===== src/rtl/aes_tb_pkg.sv =====
// aes_tb_pkg: shared FSM states, default seeds, latency and LFSR taps for the AES stimulus sequencer.
package aes_tb_pkg;
  typedef enum logic [2:0] {IDLE, SEED, RUN, DRAIN, DONE} state_t;
  localparam logic [127:0] STATE_SEED_DEFAULT = 128'hDEAD_BEEF_DEAD_BEEF_DEAD_BEEF_DEAD_BEEF;
  localparam logic [127:0] KEY_SEED_DEFAULT = 128'hCAFE_FEED_CAFE_FEED_CAFE_FEED_CAFE_FEED;
  localparam int AES_LATENCY_DEFAULT = 21;
  // One-based tap positions of the 128-bit XNOR LFSR
  localparam int TAP0 = 128;
  localparam int TAP1 = 126;
  localparam int TAP2 = 101;
  localparam int TAP3 = 99;
endpackage


===== src/rtl/lfsr.sv =====
// lfsr: left-shifting XNOR LFSR with seed load; feedback enters bit 0.
module lfsr
  import aes_tb_pkg::*;
#(
  parameter int NUM_BITS = 128
) (
  input  logic                clk,
  input  logic                rst_n,
  input  logic                enable,
  input  logic                seed_dv,
  input  logic [NUM_BITS-1:0] seed,
  output logic [NUM_BITS-1:0] data
);
  logic fb;
  assign fb = ~(data[TAP0-1] ^ data[TAP1-1] ^ data[TAP2-1] ^ data[TAP3-1]);
  always_ff @(posedge clk or negedge rst_n)
    if (!rst_n) data <= '0;
    else if (enable) data <= seed_dv ? seed : {data[NUM_BITS-2:0], fb};
endmodule


===== src/rtl/aes_stim_sequencer.sv =====
// aes_stim_sequencer: drives aes_128 from two LFSRs and folds the pipelined ciphertexts into a signature.
module aes_stim_sequencer
  import aes_tb_pkg::*;
#(
  parameter int                  NUM_BITS    = 128,
  parameter int                  AES_LATENCY = AES_LATENCY_DEFAULT,
  parameter int                  CNT_W       = 32,
  parameter logic [NUM_BITS-1:0] STATE_SEED  = STATE_SEED_DEFAULT,
  parameter logic [NUM_BITS-1:0] KEY_SEED    = KEY_SEED_DEFAULT
) (
  input  logic                clk,
  input  logic                rst_n,
  input  logic                start,
  input  logic [CNT_W-1:0]    num_tests,
  output logic [NUM_BITS-1:0] aes_state,
  output logic [NUM_BITS-1:0] aes_key,
  input  logic [NUM_BITS-1:0] aes_out,
  output logic                busy,
  output logic                out_valid,
  output logic                done,
  output logic [NUM_BITS-1:0] signature,
  output logic [CNT_W-1:0]    issued_cnt,
  output logic [CNT_W-1:0]    checked_cnt
);
  state_t                 state, next;
  logic [CNT_W-1:0]       n_tests;
  logic [AES_LATENCY-1:0] vld_line;
  logic [CNT_W-1:0]       issued_inc, checked_inc;
  logic                   issue, accept, seeding;
  assign issue       = state == RUN;
  assign seeding     = state == SEED;
  assign accept      = start && (state == IDLE || state == DONE);
  assign busy        = seeding || issue || state == DRAIN;
  assign done        = state == DONE;
  assign out_valid   = vld_line[AES_LATENCY-1];
  assign issued_inc  = &issued_cnt ? issued_cnt : issued_cnt + 1'b1;
  assign checked_inc = &checked_cnt ? checked_cnt : checked_cnt + 1'b1;
  always_comb begin
    next = state;
    unique case (state)
      IDLE, DONE: next = accept ? (num_tests == '0 ? DONE : SEED) : state;
      SEED:       next = RUN;
      RUN:        next = issued_inc == n_tests ? DRAIN : RUN;
      DRAIN:      next = out_valid && checked_inc == n_tests ? DONE : DRAIN;
      default:    next = IDLE;
    endcase
  end
  always_ff @(posedge clk or negedge rst_n)
    if (!rst_n) begin
      state       <= IDLE;
      n_tests     <= '0;
      vld_line    <= '0;
      signature   <= '0;
      issued_cnt  <= '0;
      checked_cnt <= '0;
    end else begin
      state    <= next;
      vld_line <= (vld_line << 1) | AES_LATENCY'(issue);
      if (accept) begin
        n_tests     <= num_tests;
        signature   <= '0;
        issued_cnt  <= '0;
        checked_cnt <= '0;
      end else begin
        if (issue) issued_cnt <= issued_inc;
        if (out_valid) begin
          signature   <= {signature[NUM_BITS-2:0], signature[NUM_BITS-1]} ^ aes_out;
          checked_cnt <= checked_inc;
        end
      end
    end
  lfsr #(.NUM_BITS(NUM_BITS)) u_state_lfsr (
    .clk    (clk),
    .rst_n  (rst_n),
    .enable (seeding || issue),
    .seed_dv(seeding),
    .seed   (STATE_SEED),
    .data   (aes_state)
  );
  lfsr #(.NUM_BITS(NUM_BITS)) u_key_lfsr (
    .clk    (clk),
    .rst_n  (rst_n),
    .enable (seeding || issue),
    .seed_dv(seeding),
    .seed   (KEY_SEED),
    .data   (aes_key)
  );
endmodule

===== config.mk =====
export PLATFORM = sky130hd
export DESIGN_NAME = aes_stim_sequencer
export DESIGN_NICKNAME = d
export VERILOG_FILES = /design/src/rtl/aes_tb_pkg.sv /design/src/rtl/lfsr.sv /design/src/rtl/aes_stim_sequencer.sv
export SDC_FILE = /design/constraint.sdc
export NUM_CORES = 1
export LEC_CHECK = 0
export ABC_AREA = 1
export BUFFER_PORTS_ARGS = -buffer_cell sky130_fd_sc_hd__buf_2
export CAP_MARGIN = 10
export CORE_MARGIN = 3
export CORE_UTILIZATION = 35
export CTS_CLUSTER_DIAMETER = 50
export CTS_CLUSTER_SIZE = 28
export DETAILED_ROUTE_END_ITERATION = 12
export GPL_ROUTABILITY_DRIVEN = 0
export SYNTH_ARGS = -nofsm -noshare
export SYNTH_HDL_FRONTEND = slang
export SYNTH_SLANG_ARGS = --single-unit

===== constraint.sdc =====
create_clock -name clk -period 2.9 [get_ports clk]
set_input_delay 0.29 -clock clk [delete_from_list [all_inputs] [get_ports clk]]
set_output_delay 0.29 -clock clk [all_outputs]
set_load 0.05 [all_outputs]

==> results.txt <==
Walking the worst path, the cells encountered are buf_4 -> inv_1 -> nor2_1 -> nand2_1 -> nor2_1 -> nand3_1 -> nand2_1 -> nand2_1 -> nand2_1 -> nand2_1 -> nor2_1 -> nand2_1 -> nor2_1 -> nand4_1 -> nand3_1 -> nand2_1 -> inv_1. The area occupied by registers is 12600 sq um. The part of the cycle the worst path needs came out at 92.0%. The peak-usage layer in the global routing report is met2. The total count of hold-check failures in the final report is 0. The worst hold path belongs to the class input pin to register. Summed over its instances, the top area cell type makes up 53.8% of the synthesized netlist area. Summing all multi-input logic gate instances after layout gives 9150 sq um. The global-route wire length before repair came out at 132000 microns. In this run the horizontal extent of the chip is 265 microns. The worst clock skew is 0.0527 ns. The cell area after layout came out at 31700 sq um. STA classifies the critical path startpoint as a register.

The sequential fraction of the synthesis area came out at 53.8%. The die span in y is 265 microns. The worst-case setup margin in the final layout came out at 0.231 ns. The post-CTS clock slew at the launch and capture registers of the worst setup and hold paths is 0.06 ns. The detailed router placed 22500 vias in this run. The count of buffers from port buffering is 613. Setup repair after global routing left no endpoint under its margin. The transition time at the pin with the least slew margin came out at 1.10 ns.

The top cell family by delay on the critical path is simple AND/OR/NAND/NOR gates. Prior to clock tree synthesis, the placed netlist has a worst setup slack of 0.295 ns. The insertion delay to the later sink of the worst-skew pair is 0.62 ns. The initial core utilization came out at 35.5%. The estimated wirelength of the detail-placed design is 61600 microns. Synthesis inferred 504 register bits. The data arrival at the endpoint of the critical path came out at 3.23 ns.

TritonCTS built the clock tree. The minimum clock period is 2.67 ns. The utilization after layout came out at 47.9%.

After synthesis, the netlist uses 34 different library cells. The leakage power total is 15.7 nW. The die outline area is 70100 sq um. The initial antenna violation count is 8.

Of all flip-flops after synthesis, the portion carrying an async set or reset was 100%. The area of the mapped netlist came out at 23400 sq um. After synthesis, the cell types taking the most area are dfrtp_1 54%, nand2_1 9.7%, o21ai_0 7.6%. The H-tree level count is 3. In this run the deepest clock path goes through 3 buffers. The summed negative setup slack over all endpoints is 0 ns. For the worst setup path, the data required time is 3.46 ns.

The DRC marker count from the first detailed-route iteration came out at 1919. The count of buffering cells on the critical path with inverters included is 3. The met2 track demand over resource is 39.4%. The number of sinks driven by the clock tree came out at 504.

The delay contributed by the slowest stage of the critical path is 0.44 ns. Timing would allow up to 375 MHz. For this run, global-route usage on met3 was measured as 5.51%. The peak fanout along the critical path is 7. The power density over the cells is 1450 nW/um^2. The critical path class is register to register. Across the run, the number of max-cap violations was 0. The number of global-route vias before repair came out at 22200. The final wirelength came out at 86600 microns.

The total number of nets in the final design came out at 3678. The completed layout was analyzed and its total power is 46.1 mW. The instance count of the mapped netlist is 2761.

The number of warnings printed during yosys synthesis came out at 0. The area added between synthesis and finish came out at 35.1%. Among the stages of the critical path, the cell type that occurs most often is nand2_1. The count of cells in the finished layout, fillers not included, comes to 4435. The number of nets with antenna violations after routing is 0. In this run the core area contains 94 standard-cell rows.

The tree is rooted in a clkbuf_16. The dominant register cell in the synthesized netlist is dfrtp_1. The post-placement cell area is 27700 sq um. The largest voltage drop on the vdd net came out at 1.03 mV. The net count after synthesis came out at 2926.

The post-route netlist has 23.9% of its cells at a drive strength greater than 1. The synthesized design spends more area on one cell type than any other, namely dfrtp_1. In the synthesized netlist, the cells that appear most often are 606 x nand2_1, 504 x dfrtp_1, 354 x o21ai_0, 294 x inv_1, 292 x nand3_1.

A synthesized cell averages 8.49 sq um. The fill cell instance count of the final layout came out at 6442. The total global routing overflow is 0.

The via density per instance is 5.07. The final max-slew violation count came out at 0. The number of buffers inserted during clock tree synthesis is 66. In this run the count of I/O pins placed on the die edge is 614.

The final-layout worst hold slack is 0.0354 ns. The largest net degree at the start of global routing came out at 214. In the post-synthesis netlist, the cell with the most instances is nand2_1. The number of setup buffers added after CTS is 0. The worst slew slack as a fraction of its limit is 26.8%. STA classifies the critical path endpoint as a register.

The total core area is 66100 sq um. The met1 routing resource usage after global routing came out at 30.1%. Setup violations remaining at the end of the flow were counted as 0.

The slowest stage of the critical path is the nor2_1 cell. The flow ran to the end, and the final reports show no timing, DRC or antenna violations. The first detailed-routing pass took 5 iterations. For this run, the total global-route usage over all layers was measured as 24.1%. For this run, design rule violations remaining after detail routing come to 0.

The placed instance count is 4155. The routed wire length per instance is 19.5 microns. The synthesized design contains 0 enable-type register cells.
## final cells by class
cell class,instances,share of cell area [%]
Clock inverter,51,2.33
Antenna cell,4,0.0316
Clock buffer,71,5.34
Multi-Input combinational cell,1811,28.9
Inverter,298,3.56
Timing Repair Buffer,832,16.6
Sequential cell,504,39.8
Tap cell,864,3.41
## worst paths after layout
kind                                                start                                 to  slack (ns)  cells past startpoint
min in group asynchronous                           rst_n  u_state_lfsr.data[92]$_DFFE_PN0P_        0.27                      2
worst min register to register     vld_line[12]$_DFF_PN0_             vld_line[13]$_DFF_PN0_        0.33                      0
max in group asynchronous                           rst_n   u_key_lfsr.data[102]$_DFFE_PN0P_        1.66                      3
worst max register to register  issued_cnt[0]$_DFFE_PN0P_               state[0]$_DFFE_PN0P_        0.23                     17
worst max-delay path            issued_cnt[0]$_DFFE_PN0P_               state[0]$_DFFE_PN0P_        0.23                     17
worst min-delay path                          aes_out[49]          signature[49]$_DFFE_PN0P_        0.04                      3
## what timing repair did
item / CTS / global route
hold endpoints to repair: 210 / 0
gates resized for setup: 0 / 3
hold buffers: 154 / 0
setup endpoints to repair: 0 / 1
## routing by layer
layer	wire [microns]	share of wire (%)
met3	6330	7.3
met1	34400	40
met4	4360	5.0
met5	55	0.063
met2	41400	48
## report_power, final
group	leakage (nW)	switching, mW	total (mW)	internal (mW)
Combinational	8.31	18.4	24.3	5.84
Sequential	6.23	2.68	13.0	10.3
Clock	1.17	3.79	8.85	5.06
## kinds of logic after synthesis
| kind of cell | after synthesis | synth area share (%) |
|---|---|---|
| xor+xnor | 162 | 6.09 |
| simple gates | 1097 | 20.0 |
| compound gates | 550 | 12.7 |
| fa+ha+maj | 2 | 0.107 |
| flops | 504 | 53.8 |
| buf+inv | 446 | 7.34 |
## cell usage in the layout (no fill, tap or decap), types with 8 or more instances in the layout
cell	instances
buf_2	612
buf_12	13
nand4_1	14
a21oi_1	85
nor2_2	9
nor2_1	132
a22oi_1	13
o211ai_1	49
nand3_1	292
clkbuf_16	66
or2_2	24
nand2_1	603
xor2_1	25
inv_6	12
clkinv_8	8
inv_1	293
o21ai_0	354
dfrtp_1	504
buf_4	52
xnor2_1	136
dlygate4sd3_1	154
o22ai_1	47
## worst min-delay path, cell delays in order
cell     delay [ns]
buf_2          0.08
xnor2_1        0.13
o21ai_0        0.09
## registers in the layout (all words and copies together) (netlist names)
| signal | cells |
|---|---|
| checked_cnt | 32 |
| issued_cnt | 32 |
| n_tests | 32 |
| signature | 128 |
| state | 3 |
| u_key_lfsr.data | 128 |
| u_state_lfsr.data | 128 |
| vld_line | 21 |
Power figures use the tool's default switching activity.
